File: src/rtl/ysyx_220053_lsu_pkg.sv
// Shared definitions for the load/store unit: memop encodings, FSM states,
// access sizes with their byte-lane masks, and the alignment rule.
package ysyx_220053_lsu_pkg;

    localparam logic [2:0] MEMOP_LW      = 3'b000;
    localparam logic [2:0] MEMOP_LB      = 3'b001;
    localparam logic [2:0] MEMOP_LH      = 3'b010;
    localparam logic [2:0] MEMOP_LD      = 3'b011;
    localparam logic [2:0] MEMOP_LWU     = 3'b100;
    localparam logic [2:0] MEMOP_LBU     = 3'b101;
    localparam logic [2:0] MEMOP_LHU     = 3'b110;
    localparam logic [2:0] MEMOP_ILLEGAL = 3'b111;

    typedef enum logic [1:0] {
        ST_IDLE = 2'b00,
        ST_BUS  = 2'b01,
        ST_RESP = 2'b10
    } state_e;

    typedef enum logic [1:0] {
        SZ_W = 2'b00,
        SZ_B = 2'b01,
        SZ_H = 2'b10,
        SZ_D = 2'b11
    } size_e;

    localparam logic [7:0] MASK_B = 8'h01;
    localparam logic [7:0] MASK_H = 8'h03;
    localparam logic [7:0] MASK_W = 8'h0F;
    localparam logic [7:0] MASK_D = 8'hFF;

    function automatic size_e op_size(input logic [2:0] op);
        case (op)
            MEMOP_LB, MEMOP_LBU:     return SZ_B;
            MEMOP_LH, MEMOP_LHU:     return SZ_H;
            MEMOP_LW, MEMOP_LWU:     return SZ_W;
            MEMOP_LD, MEMOP_ILLEGAL: return SZ_D;
            default:                 return SZ_D;
        endcase
    endfunction

    function automatic logic [7:0] size_mask(input size_e sz);
        case (sz)
            SZ_B:    return MASK_B;
            SZ_H:    return MASK_H;
            SZ_W:    return MASK_W;
            default: return MASK_D;
        endcase
    endfunction

    // Bytes can sit anywhere; wider accesses must be naturally aligned.
    function automatic logic misaligned(input size_e sz, input logic [2:0] off);
        case (sz)
            SZ_H:    return off[0];
            SZ_W:    return |off[1:0];
            SZ_D:    return |off;
            default: return 1'b0;
        endcase
    endfunction

endpackage

File: src/rtl/ysyx_220053_lsu_align.sv
// Combinational lane logic: doubleword address, store shift and byte mask,
// load shift plus sign/zero extension, and the request legality check.
module ysyx_220053_lsu_align
    import ysyx_220053_lsu_pkg::*;
#(
    parameter int XLEN = 64
) (
    input  logic [2:0]      op_i,
    input  logic [XLEN-1:0] addr_i,
    input  logic [XLEN-1:0] wdata_i,
    input  logic [XLEN-1:0] rdata_i,
    input  logic [2:0]      chk_op_i,
    input  logic [2:0]      chk_off_i,
    output logic [XLEN-1:0] mem_addr_o,
    output logic [XLEN-1:0] mem_wdata_o,
    output logic [7:0]      mem_wmask_o,
    output logic [XLEN-1:0] load_data_o,
    output logic            chk_err_o
);

    size_e           size;
    logic [5:0]      shamt;
    logic [XLEN-1:0] wsized;
    logic [XLEN-1:0] rshift;
    logic            sext;

    // NOTE: every output gets a value before the case so no path can infer a latch.
    always_comb begin
        size        = op_size(op_i);
        shamt       = {addr_i[2:0], 3'b000};
        sext        = ~op_i[2];
        wsized      = wdata_i;
        load_data_o = '0;

        case (size)
            SZ_B:    wsized = XLEN'(wdata_i[7:0]);
            SZ_H:    wsized = XLEN'(wdata_i[15:0]);
            SZ_W:    wsized = XLEN'(wdata_i[31:0]);
            default: wsized = wdata_i;
        endcase

        rshift = rdata_i >> shamt;
        case (size)
            SZ_B:    load_data_o = {{(XLEN-8){sext & rshift[7]}}, rshift[7:0]};
            SZ_H:    load_data_o = {{(XLEN-16){sext & rshift[15]}}, rshift[15:0]};
            SZ_W:    load_data_o = {{(XLEN-32){sext & rshift[31]}}, rshift[31:0]};
            default: load_data_o = rshift;
        endcase

        mem_addr_o  = {addr_i[XLEN-1:3], 3'b000};
        mem_wdata_o = wsized << shamt;
        mem_wmask_o = size_mask(size) << addr_i[2:0];
        chk_err_o   = (chk_op_i == MEMOP_ILLEGAL) || misaligned(op_size(chk_op_i), chk_off_i);
    end

endmodule

File: src/rtl/ysyx_220053_lsu.sv
// Load/store unit: accepts one request, runs a single bus transaction, and
// holds the extended result until the consumer takes it.
module ysyx_220053_lsu
    import ysyx_220053_lsu_pkg::*;
#(
    parameter int XLEN = 64
) (
    input  logic            clk,
    input  logic            rst,
    input  logic            in_valid,
    output logic            in_ready,
    input  logic [2:0]      in_memop,
    input  logic            in_wen,
    input  logic [XLEN-1:0] in_addr,
    input  logic [XLEN-1:0] in_wdata,
    output logic            mem_req,
    output logic            mem_we,
    output logic [XLEN-1:0] mem_addr,
    output logic [XLEN-1:0] mem_wdata,
    output logic [7:0]      mem_wmask,
    input  logic            mem_ack,
    input  logic [XLEN-1:0] mem_rdata,
    output logic            out_valid,
    input  logic            out_ready,
    output logic [XLEN-1:0] out_rdata,
    output logic            out_err
);

    state_e          state_q, state_d;
    logic [2:0]      op_q, op_d;
    logic            wen_q, wen_d;
    logic [XLEN-1:0] addr_q, addr_d;
    logic [XLEN-1:0] wdata_q, wdata_d;
    logic [XLEN-1:0] rdata_q, rdata_d;
    logic            err_q, err_d;

    logic            req_err;
    logic [XLEN-1:0] load_data;
    logic [7:0]      lane_mask;

    ysyx_220053_lsu_align #(.XLEN(XLEN)) u_align (
        .op_i        (op_q),
        .addr_i      (addr_q),
        .wdata_i     (wdata_q),
        .rdata_i     (mem_rdata),
        .chk_op_i    (in_memop),
        .chk_off_i   (in_addr[2:0]),
        .mem_addr_o  (mem_addr),
        .mem_wdata_o (mem_wdata),
        .mem_wmask_o (lane_mask),
        .load_data_o (load_data),
        .chk_err_o   (req_err)
    );

    always_comb begin
        state_d = state_q;
        op_d    = op_q;
        wen_d   = wen_q;
        addr_d  = addr_q;
        wdata_d = wdata_q;
        rdata_d = rdata_q;
        err_d   = err_q;

        case (state_q)
            ST_IDLE: begin
                if (in_valid) begin
                    op_d    = in_memop;
                    wen_d   = in_wen;
                    addr_d  = in_addr;
                    wdata_d = in_wdata;
                    rdata_d = '0;
                    err_d   = req_err;
                    state_d = req_err ? ST_RESP : ST_BUS;
                end
            end
            ST_BUS: begin
                if (mem_ack) begin
                    rdata_d = wen_q ? '0 : load_data;
                    state_d = ST_RESP;
                end
            end
            ST_RESP: begin
                if (out_ready) state_d = ST_IDLE;
            end
            default: state_d = ST_IDLE;
        endcase
    end

    // NOTE: state registers use non-blocking assignments so every flop samples pre-edge values.
    always_ff @(posedge clk or posedge rst) begin
        if (rst) begin
            state_q <= ST_IDLE;
            op_q    <= '0;
            wen_q   <= 1'b0;
            addr_q  <= '0;
            wdata_q <= '0;
            rdata_q <= '0;
            err_q   <= 1'b0;
        end else begin
            state_q <= state_d;
            op_q    <= op_d;
            wen_q   <= wen_d;
            addr_q  <= addr_d;
            wdata_q <= wdata_d;
            rdata_q <= rdata_d;
            err_q   <= err_d;
        end
    end

    // Handshake outputs decode the state register only, so in_valid never reaches them.
    assign in_ready  = (state_q == ST_IDLE);
    assign mem_req   = (state_q == ST_BUS);
    assign mem_we    = wen_q;
    assign mem_wmask = mem_req ? lane_mask : 8'h00;
    assign out_valid = (state_q == ST_RESP);
    assign out_rdata = rdata_q;
    assign out_err   = err_q;

endmodule

File: config.mk
export PLATFORM = sky130hd
export DESIGN_NAME = ysyx_220053_lsu
export DESIGN_NICKNAME = d
export VERILOG_FILES = /design/src/rtl/ysyx_220053_lsu_pkg.sv /design/src/rtl/ysyx_220053_lsu_align.sv /design/src/rtl/ysyx_220053_lsu.sv
export SDC_FILE = /design/constraint.sdc
export NUM_CORES = 1
export LEC_CHECK = 0
export ABC_AREA = 1
export BUFFER_PORTS_ARGS = -buffer_cell sky130_fd_sc_hd__buf_4
export CAP_MARGIN = 20
export CORE_UTILIZATION = 30
export CTS_CLUSTER_SIZE = 24
export DETAILED_ROUTE_END_ITERATION = 8
export PLACE_DENSITY_LB_ADDON = 0.15
export SYNTH_ARGS = -nofsm -noshare
export SYNTH_HDL_FRONTEND = slang
export SYNTH_SLANG_ARGS = --single-unit
export TNS_END_PERCENT = 50
File: constraint.sdc
create_clock -name clk -period 8.1 [get_ports clk]
set_clock_uncertainty 0.2 [all_clocks]
set_input_delay 0.405 -clock clk [delete_from_list [all_inputs] [get_ports clk]]
set_output_delay 0.405 -clock clk [all_outputs]
set_load 0.01 [all_outputs]
## Yosys cells after proc, flatten, opt, wreduce, memory -nomap -nowiden

Memories as Yosys holds them, arrays and structs flattened.
Index checks and enable logic that the tools add are counted.
Widths: inputs -> output; s select.

| cells by class | value |
|---|---|
| reductions and logical operators | 10 |
| bitwise gates (word level) | 4 |
| shift-type cells | 3 |
| mux-type cells | 14 |
| equality and inequality tests | 10 |

Operators with widths:

| cell | count |
|---|---|
| $pmux 64 s3 | 2 |
| $mux 64 | 3 |
| $pmux 64 s2 | 1 |
| $shl 64x6->64 | 1 |
| $shr 64x6->64 | 1 |
| $pmux 8 s3 | 1 |
| $eq 2x2->1 const B | 4 |
| $mux 2 | 4 |
| $mux 8 | 1 |
| $shl 8x3->8 | 1 |
| $logic_not 2->1 | 3 |
| $pmux 2 s3 | 1 |
| $reduce_and 3->1 | 2 |
| $eq 2x1->1 const B | 2 |
| $ne 2x1->1 const B | 2 |
| $and 1x1->1 | 3 |
| $eq 3x3->1 const B | 1 |
| $pmux 1 s3 | 1 |
| $reduce_or 3->1 | 1 |
| $ne 2x2->1 const B | 1 |
| $reduce_and 2->1 | 1 |
| $reduce_bool 2->1 | 1 |
| $reduce_or 2->1 | 1 |
| $logic_or 1x1->1 | 1 |
| $not 1->1 | 1 |

| word-level totals | value |
|---|---|
| flip-flop bits (word level) | 199 |
| ROM bits | 32 |
| memories | 2 |
| logic and storage cells | 50 |
| input bits | 201 |

Memory list:

| memory | depth | bits a word | read ports | clocked after Yosys merged registers in | write ports | RTL line | RTL |
|---|---|---|---|---|---|---|---|
| (name not given) | 8 | 2 | 1 | 0 | 0 | ysyx_220053_lsu_pkg.sv:33 | `case (op)` |
| (name not given) | 8 | 2 | 1 | 0 | 0 | ysyx_220053_lsu_pkg.sv:33 |  |

## Longest topological paths before layout

Gate-level depths: netlist of run 1.
An unclocked memory read counts as a cell.

| depth | value |
|---|---|
| depth in word-level cells | 7 |
| mapped depth | 13 |
| mapped depth without buffers | 11 |

## By module

From an unflattened synthesis of run 1, not the netlist that was laid out.

| unflattened totals | value |
|---|---|
| cells, all modules | 1918 |
| area, all modules | 12908.6 um^2 |

Modules (own cells, without submodules):

| module | cells each | times used | area each (um^2) | sequential area each (um^2) |
|---|---|---|---|---|
| ysyx_220053_lsu | 897 | 1 | 8067.7 | 4979.8 |
| ysyx_220053_lsu_align | 1021 | 1 | 4840.9 | 0.0 |

## Worst setup path after synthesis of run 1

No wires, ideal clock.

| timing | value |
|---|---|
| kind | reg-to-output |
| from | register op_q[0] |
| to | output mem_wdata[55] |
| data arrival time | 1.653 ns |
| stages on the path, launching flop included | 10 |
| path slack | 5.842 ns |
| cell sequence | dfrtp_1 inv_1 ha_1 nor2_1 clkbuf_1 nor2_1 o21ai_0 nor2_1 a21oi_1 o21ai_0 |

| on the way | value |
|---|---|
| cells in the longest elaborated chain, start to end | 4 |

RTL lines:

| element | RTL line | RTL |
|---|---|---|
| start, declared | ysyx_220053_lsu.sv:30 | `logic [2:0] op_q, op_d;` |
| start signal, assigned | ysyx_220053_lsu.sv:101 | `op_q <= op_d;` |
| $mem_v2 8x2 * | -- |  |
| $eq 2x2->1 (tied with other cells) | ysyx_220053_lsu_align.sv:35 | `case (size)` |
| $pmux 64 s3 * | ysyx_220053_lsu_align.sv:35 |  |
| $shl 64x6->64 * | ysyx_220053_lsu_align.sv:51 | `mem_wdata_o = wsized << shamt;` |
| end, declared | ysyx_220053_lsu.sv:19 | `output logic [XLEN-1:0] mem_wdata,` |

Every way passes the cells marked *; elsewhere a longest branch is shown, timed or not.

## Final worst setup path of run 1

| timing | value |
|---|---|
| from | register op_q[0] |
| to | output mem_wdata[58] |

Same word-level chain as after synthesis.

==> qor.csv, run 1 <==
metric,value,unit
status,completed,
Synth cell types,36,
Crit path required time,7.50,ns
clk root buf,clkbuf_16,
I/O Buffers,402,
cell count after synthesis,1790,
WHS,0.0764,ns
half-perimeter wire length after placement,36.0,mm
first-pass GRT wire length,75.3,mm
vias,13026,
Max-Cap Viols,0,
setup_tns,0,ns
CP Class,register to output port,
total routed wirelength,49.8,mm
Nets,2383,
Max VDD drop,234,uV
Sequential Area,0.00498,mm2
IO Count,406,
cell taking the most area after synthesis,dfrtp_1,
drt pass-1 iters,8,
fraction of synthesized cell area taken by the top area cell type,41.5,%
Max Freq,0.245,GHz
arrival time of the worst setup path,3.48,ns
# resized after CTS,0,
mean post-synth cell area,6.71,um2
CP Launch Type,register,
min Tclk post-route,4.08,ns
initial antenna violation count,0,
register clock-pin slew on the reported worst setup and hold paths,0.08,ns
# DRC,0,
worst min path class,primary input to register,
Crit Path Max Fanout,56,
CP endpoint kind,output port,
share of cells above drive strength 1,21.5,%
Final Instance Count excl. Fillers,2708,
Final Setup Violations,0,
area of the multi-input gates,0.00574,mm2
Initial Util,30.7,%
Synth Warn #,0,
CTS tree,done,
Final Util,42.8,%
clk_lat worst skew,0.45,ns
routed wl met3,2.84,mm
die height,202,um
synth top area cells,"dfrtp_1, nand2_1, o21ai_0",
Ant. Diodes,0,
die footprint,0.0408,mm2
"leading cell type in the layout, fill and taps excluded",nand2_1,
Tightest Pin Transition,1.16,ns
Post-synth top flop,dfrtp_1,
hold buffers post-CTS,133,
final hold vios,0,
routed vias/inst,4.81,
total gr overflow,0,
most frequent cells in the layout,"nand2_1, buf_4, dfrtp_1",
Die Span X,202,um
Post-synth ARST share,100,%
buffer depth of the longest clock path,2,
Max-Slew Margin vs Limit,22.5,%
P per Cell Area,379,mW/mm2
core area,0.0391,mm2
final antenna-violating net count,0,
Met2 Wirelength,23.6,mm
FP Rows,72,
fin crit share,50.4,%
GRT Total Usage,24.2,%
Slew Limit Fails,0,
Final GP Congestion,0.950,
wire length on met1,21.9,mm
postcts setup bufs,0,
pin count of the biggest net entering global routing,124,
"Seq/Total Area, Yosys",41.5,%
RSZ-0062 raised after global routing,false,
# clock sinks,199,
DR iter-0 viols,929,
Leak,8.73,nW
Avg WL per Cell,18.4,um
synthesized area,0.0120,mm2
H-tree levels,4,
CTS buffer count,17,
#FFs+latches synth,199,
Post-synth EDFFs,0,
placed insts,2542,
Top Metal Used,met4,
vias in the first global route,12635,
Layout area overhead,39.2,%
Layout fillers,4134,
layer usage:
layer / vias to the layer above / GRT usage (%)
met2: 476 / 39.3
met5: - / 0
met3: 59 / 4.05
li1: 6394 / -
met1: 6097 / 32.1
met4: 0 / 9.01
logic make-up after synthesis:
family	after synthesis	share of synthesized area, %
AO/OA/AOI/OAI	308	13.7
other	1	0.0312
flip-flops	199	41.5
buffers and inverters	255	10.9
AND/OR/NAND/NOR	1022	33.4
adder cells (fa/ha/maj)	5	0.521
worst max-delay path, stage by stage (launching register included):
cell and delay [ns]:
dfrtp_1 0.44, ha_2 0.24, buf_4 0.32, nor2_1 0.66, buf_4 0.33, nor2_1 0.09
o21ai_0 0.43, nand2_1 0.09, o21ai_0 0.14, o21ai_1 0.10, buf_4 0.17
power by group:
group / leakage, nW / total [W] / internal (W) / switching (W)
sequential: 2.55 / 0.00162 / 0.00137 / 0.000252
combinational: 5.90 / 0.00385 / 0.00135 / 0.00250
clock: 0.274 / 0.000872 / 0.000465 / 0.000407
total: 8.73 / 0.00634 / 0.00318 / 0.00316
per-stage QoR:
stage	total power [W]	area, um2	setup WS, ns
finish	0.00634	16700	4.02
global route	0.00681	16700	3.75
CTS	0.00638	16700	3.99
detailed placement	0.00543	14800	4.41
global placement	0.00541	14800	4.43
floorplan	0.00405	12000	2.07
synth_stat cells, types with 2 or more instances:
master and instances:
o21ai_1 44, nand2_2 2, dfrtp_1 199, inv_1 62, buf_6 3, o22ai_1 9, buf_4 72, o21ai_0 180
nor2_1 75, nand3_2 2, a22oi_1 8, nor3_1 7, o211ai_1 18, nand2_4 2, buf_1 12, clkbuf_1 53
nor2_4 2, inv_2 7, nand2_1 845, nand3_1 77, a21oi_1 41, ha_1 5, or2_1 7, buf_2 45
nor2_2 2
final timing paths:
path                              startpoint             to  slack, ns  cells past startpoint
worst min-delay path            in_wdata[31]    wdata_q[31]       0.08                      3
worst max-delay path                 op_q[0]  mem_wdata[58]       4.02                     10
worst min register to register    addr_q[42]     addr_q[42]       0.27                      2
max in group asynchronous                rst     wdata_q[5]       5.93                      5
worst max register to register     addr_q[2]  out_rdata[54]       4.33                      9
min in group asynchronous                rst     addr_q[53]       0.53                      3
final cells by class:
| type | count | share of cell area, % |
|---|---|---|
| inverter | 70 | 1.62 |
| multi-input combinational | 1338 | 34.3 |
| clock inverter | 11 | 0.741 |
| timing repair buffer | 551 | 26.9 |
| sequential | 199 | 29.8 |
| clock buffer | 21 | 2.69 |
| tap | 518 | 3.88 |
registers in the layout, indices dropped and copies added, names as in the netlist:
register	flops
addr_q	64
mem_we	1
op_q	3
out_err	1
out_rdata	64
state_q	2
wdata_q	64
Note: power is estimated with default switching activity, not from simulation.
==> inputs of run 2 (changes only) <==
Clock period 8.1 ns to 3.92 ns, I/O delays scaled along.
==> run 2 against run 1 <==
Against the previous run:
- die area is the same
- largest cell class unchanged
- non-clock buffer count grew 23
- setup slack lost 3.4 ns
- first-iteration DRC count grew 6.6%
- combinational power grew 110%
- power grew 110%
- register-to-register slack lost 3.2 ns
- sequential share of layout area shrank 0.48 points
- core utilization grew 0.70 points
==> qor.csv, run 2 (synthesis gave the netlist of run 1 again) <==
metric,value,unit,change
worst hold path depth,5,,was 3
drt pass-1 iters,6,,was 8
CTS buffer count,17,,unchanged
routed vias/inst,4.84,,was 4.81
# clock sinks,199,,unchanged
share of cells above drive strength 1,21.5,%,about the same
vias,13222,,was 13.0k
fin area,0.0170,mm2,was 0.0167 mm2
# resized after CTS,0,,unchanged
most frequent cells in the layout,"nand2_1, buf_4, dfrtp_1",,unchanged
Nets,2406,,was 2383
CP Class,register to output port,,unchanged
vias in the first global route,13030,,was 12.6k
die height,202,um,unchanged
register clock-pin slew on the reported worst setup and hold paths,0.08,ns,about the same
fin crit share,83.9,%,
I/O Buffers,402,,unchanged
Leak,8.84,nW,was 8.73 nW
hold path start,mem_rdata[36],,was in_wdata[31]
CP endpoint kind,output port,,unchanged
setup_tns,0,ns,unchanged
min Tclk post-route,3.29,ns,
Max-Slew Margin vs Limit,35.8,%,was 22.5%
Slew Limit Fails,0,,unchanged
arrival time of the worst setup path,2.89,ns,was 3.48 ns
FP Rows,72,,unchanged
Die Span X,202,um,unchanged
clk root buf,clkbuf_16,,unchanged
total gr overflow,0,,unchanged
Layout fillers,4151,,was 4134
RSZ-0062 raised after global routing,false,,unchanged
Tightest Pin Transition,0.963,ns,was 1.16 ns
worst min path class,primary input to register,,unchanged
pin count of the biggest net entering global routing,152,,was 124
core area,0.0391,mm2,unchanged
Max-Cap Viols,0,,unchanged
IO Count,406,,unchanged
Crit Path Max Fanout,16,,was 56
reg2reg path depth,8,,was 9
first-pass GRT wire length,76.6,mm,was 75.3 mm
die footprint,0.0408,mm2,unchanged
half-perimeter wire length after placement,36.5,mm,was 36.0 mm
initial antenna violation count,7,,was 0
buffer depth of the longest clock path,2,,unchanged
CP Launch Type,register,,unchanged
final antenna-violating net count,0,,unchanged
GRT Total Usage,24.5,%,was 24.2%
# DRC,0,,unchanged
R2R setup slack,1.16,ns,was 4.33 ns
Layout area overhead,41.5,%,was 39.2%
total routed wirelength,50.5,mm,was 49.8 mm
status,completed,,unchanged
FF-to-FF Start,addr_q[1],,was addr_q[2]
Max VDD drop,533,uV,was 234 uV
Final Setup Violations,0,,unchanged
P per Cell Area,784,mW/mm2,was 379 mW/mm2
clk_lat worst skew,0.45,ns,about the same
H-tree levels,4,,unchanged
"leading cell type in the layout, fill and taps excluded",nand2_1,,unchanged
final hold vios,0,,unchanged
Crit path required time,3.52,ns,was 7.50 ns
Avg WL per Cell,18.5,um,was 18.4 um
Initial Util,30.7,%,unchanged
Final GP Congestion,0.936,,was 0.950
reg-to-reg critical path endpoint,out_rdata[53],,was out_rdata[54]
DR iter-0 viols,990,,was 929
Max Freq,0.304,GHz,
"Cell Area, Placed",0.0149,mm2,was 0.0148 mm2
CTS tree,done,,unchanged
worst hold endpoint,out_rdata[4],,was wdata_q[31]
-- run 2: how the worst max path moves through the flow --
stage	start	endpoint	slack, ns	cells after the start
floorplan	rst	addr_q[0]	0.95	1
global placement	op_q[0]	mem_wdata[61]	1.15	8
detailed placement	op_q[0]	mem_wdata[36]	1.13	10
CTS	op_q[0]	mem_wdata[36]	0.63	10
global route	op_q[0]	mem_wdata[57]	0.44	10
finish	op_q[0]	mem_wdata[56]	0.63	10
-- run 2: critical path, cell delays in order, from the launching register on --
cell	delay (ns)
dfrtp_1	0.44
ha_2	0.23
inv_2	0.24
nand2_1	0.50
nand2_1	0.25
nand2_1	0.07
o21ai_0	0.21
nand2_1	0.08
o21ai_0	0.15
o21ai_1	0.10
buf_4	0.16
-- run 2: per-stage QoR --
stage / utilization (%) / setup WS [ns] / power (W) / cells / hold slack [ns]
after floorplan: - / 0.950 / 0.00836 / 1792 / 0.103
after global placement: 38.1 / 1.15 / 0.0113 / 2548 / 0.195
after detailed placement: 38.1 / 1.13 / 0.0113 / 2548 / 0.200
after CTS: 43.4 / 0.629 / 0.0133 / 2730 / 0.0139
after global routing: 43.4 / 0.437 / 0.0143 / 2732 / 0.0744
final: 43.4 / 0.633 / 0.0133 / 2734 / 0.0534
-- run 2: repair_timing --
action / CTS / global route
buffers inserted: 0 / 0
hold endpoints to repair: 341 / 0
hold buffers: 151 / 0
-- run 2: area by class of cell --
type / instances / area (um2) / share of cell area, %
multi-input combinational: 1338 / 5740 / 33.8
sequential: 199 / 4980 / 29.3
timing repair buffer: 574 / 4760 / 28.0
tap: 518 / 648 / 3.82
clock buffer: 21 / 460 / 2.71
inverter: 70 / 268 / 1.58
clock inverter: 10 / 120 / 0.707
antenna: 4 / 10.0 / 0.0589
-- run 2: report_power, final --
part	internal, W	total (W)	switching [W]
sequential	0.00282	0.00341	0.000584
clock	0.000976	0.00182	0.000841
combinational	0.00291	0.00809	0.00517
-- run 2: routing by layer --
layer  vias up  wire (um)  global-route usage (%)  share of wire (%)
li1       6416          -                       -                  -
met5         -         41                       0              0.081
met3        83       3230                    4.24                6.4
met1      6235      21800                    31.9                 43
met4         6       1860                    10.4                3.7
met2       482      23600                    39.8                 47
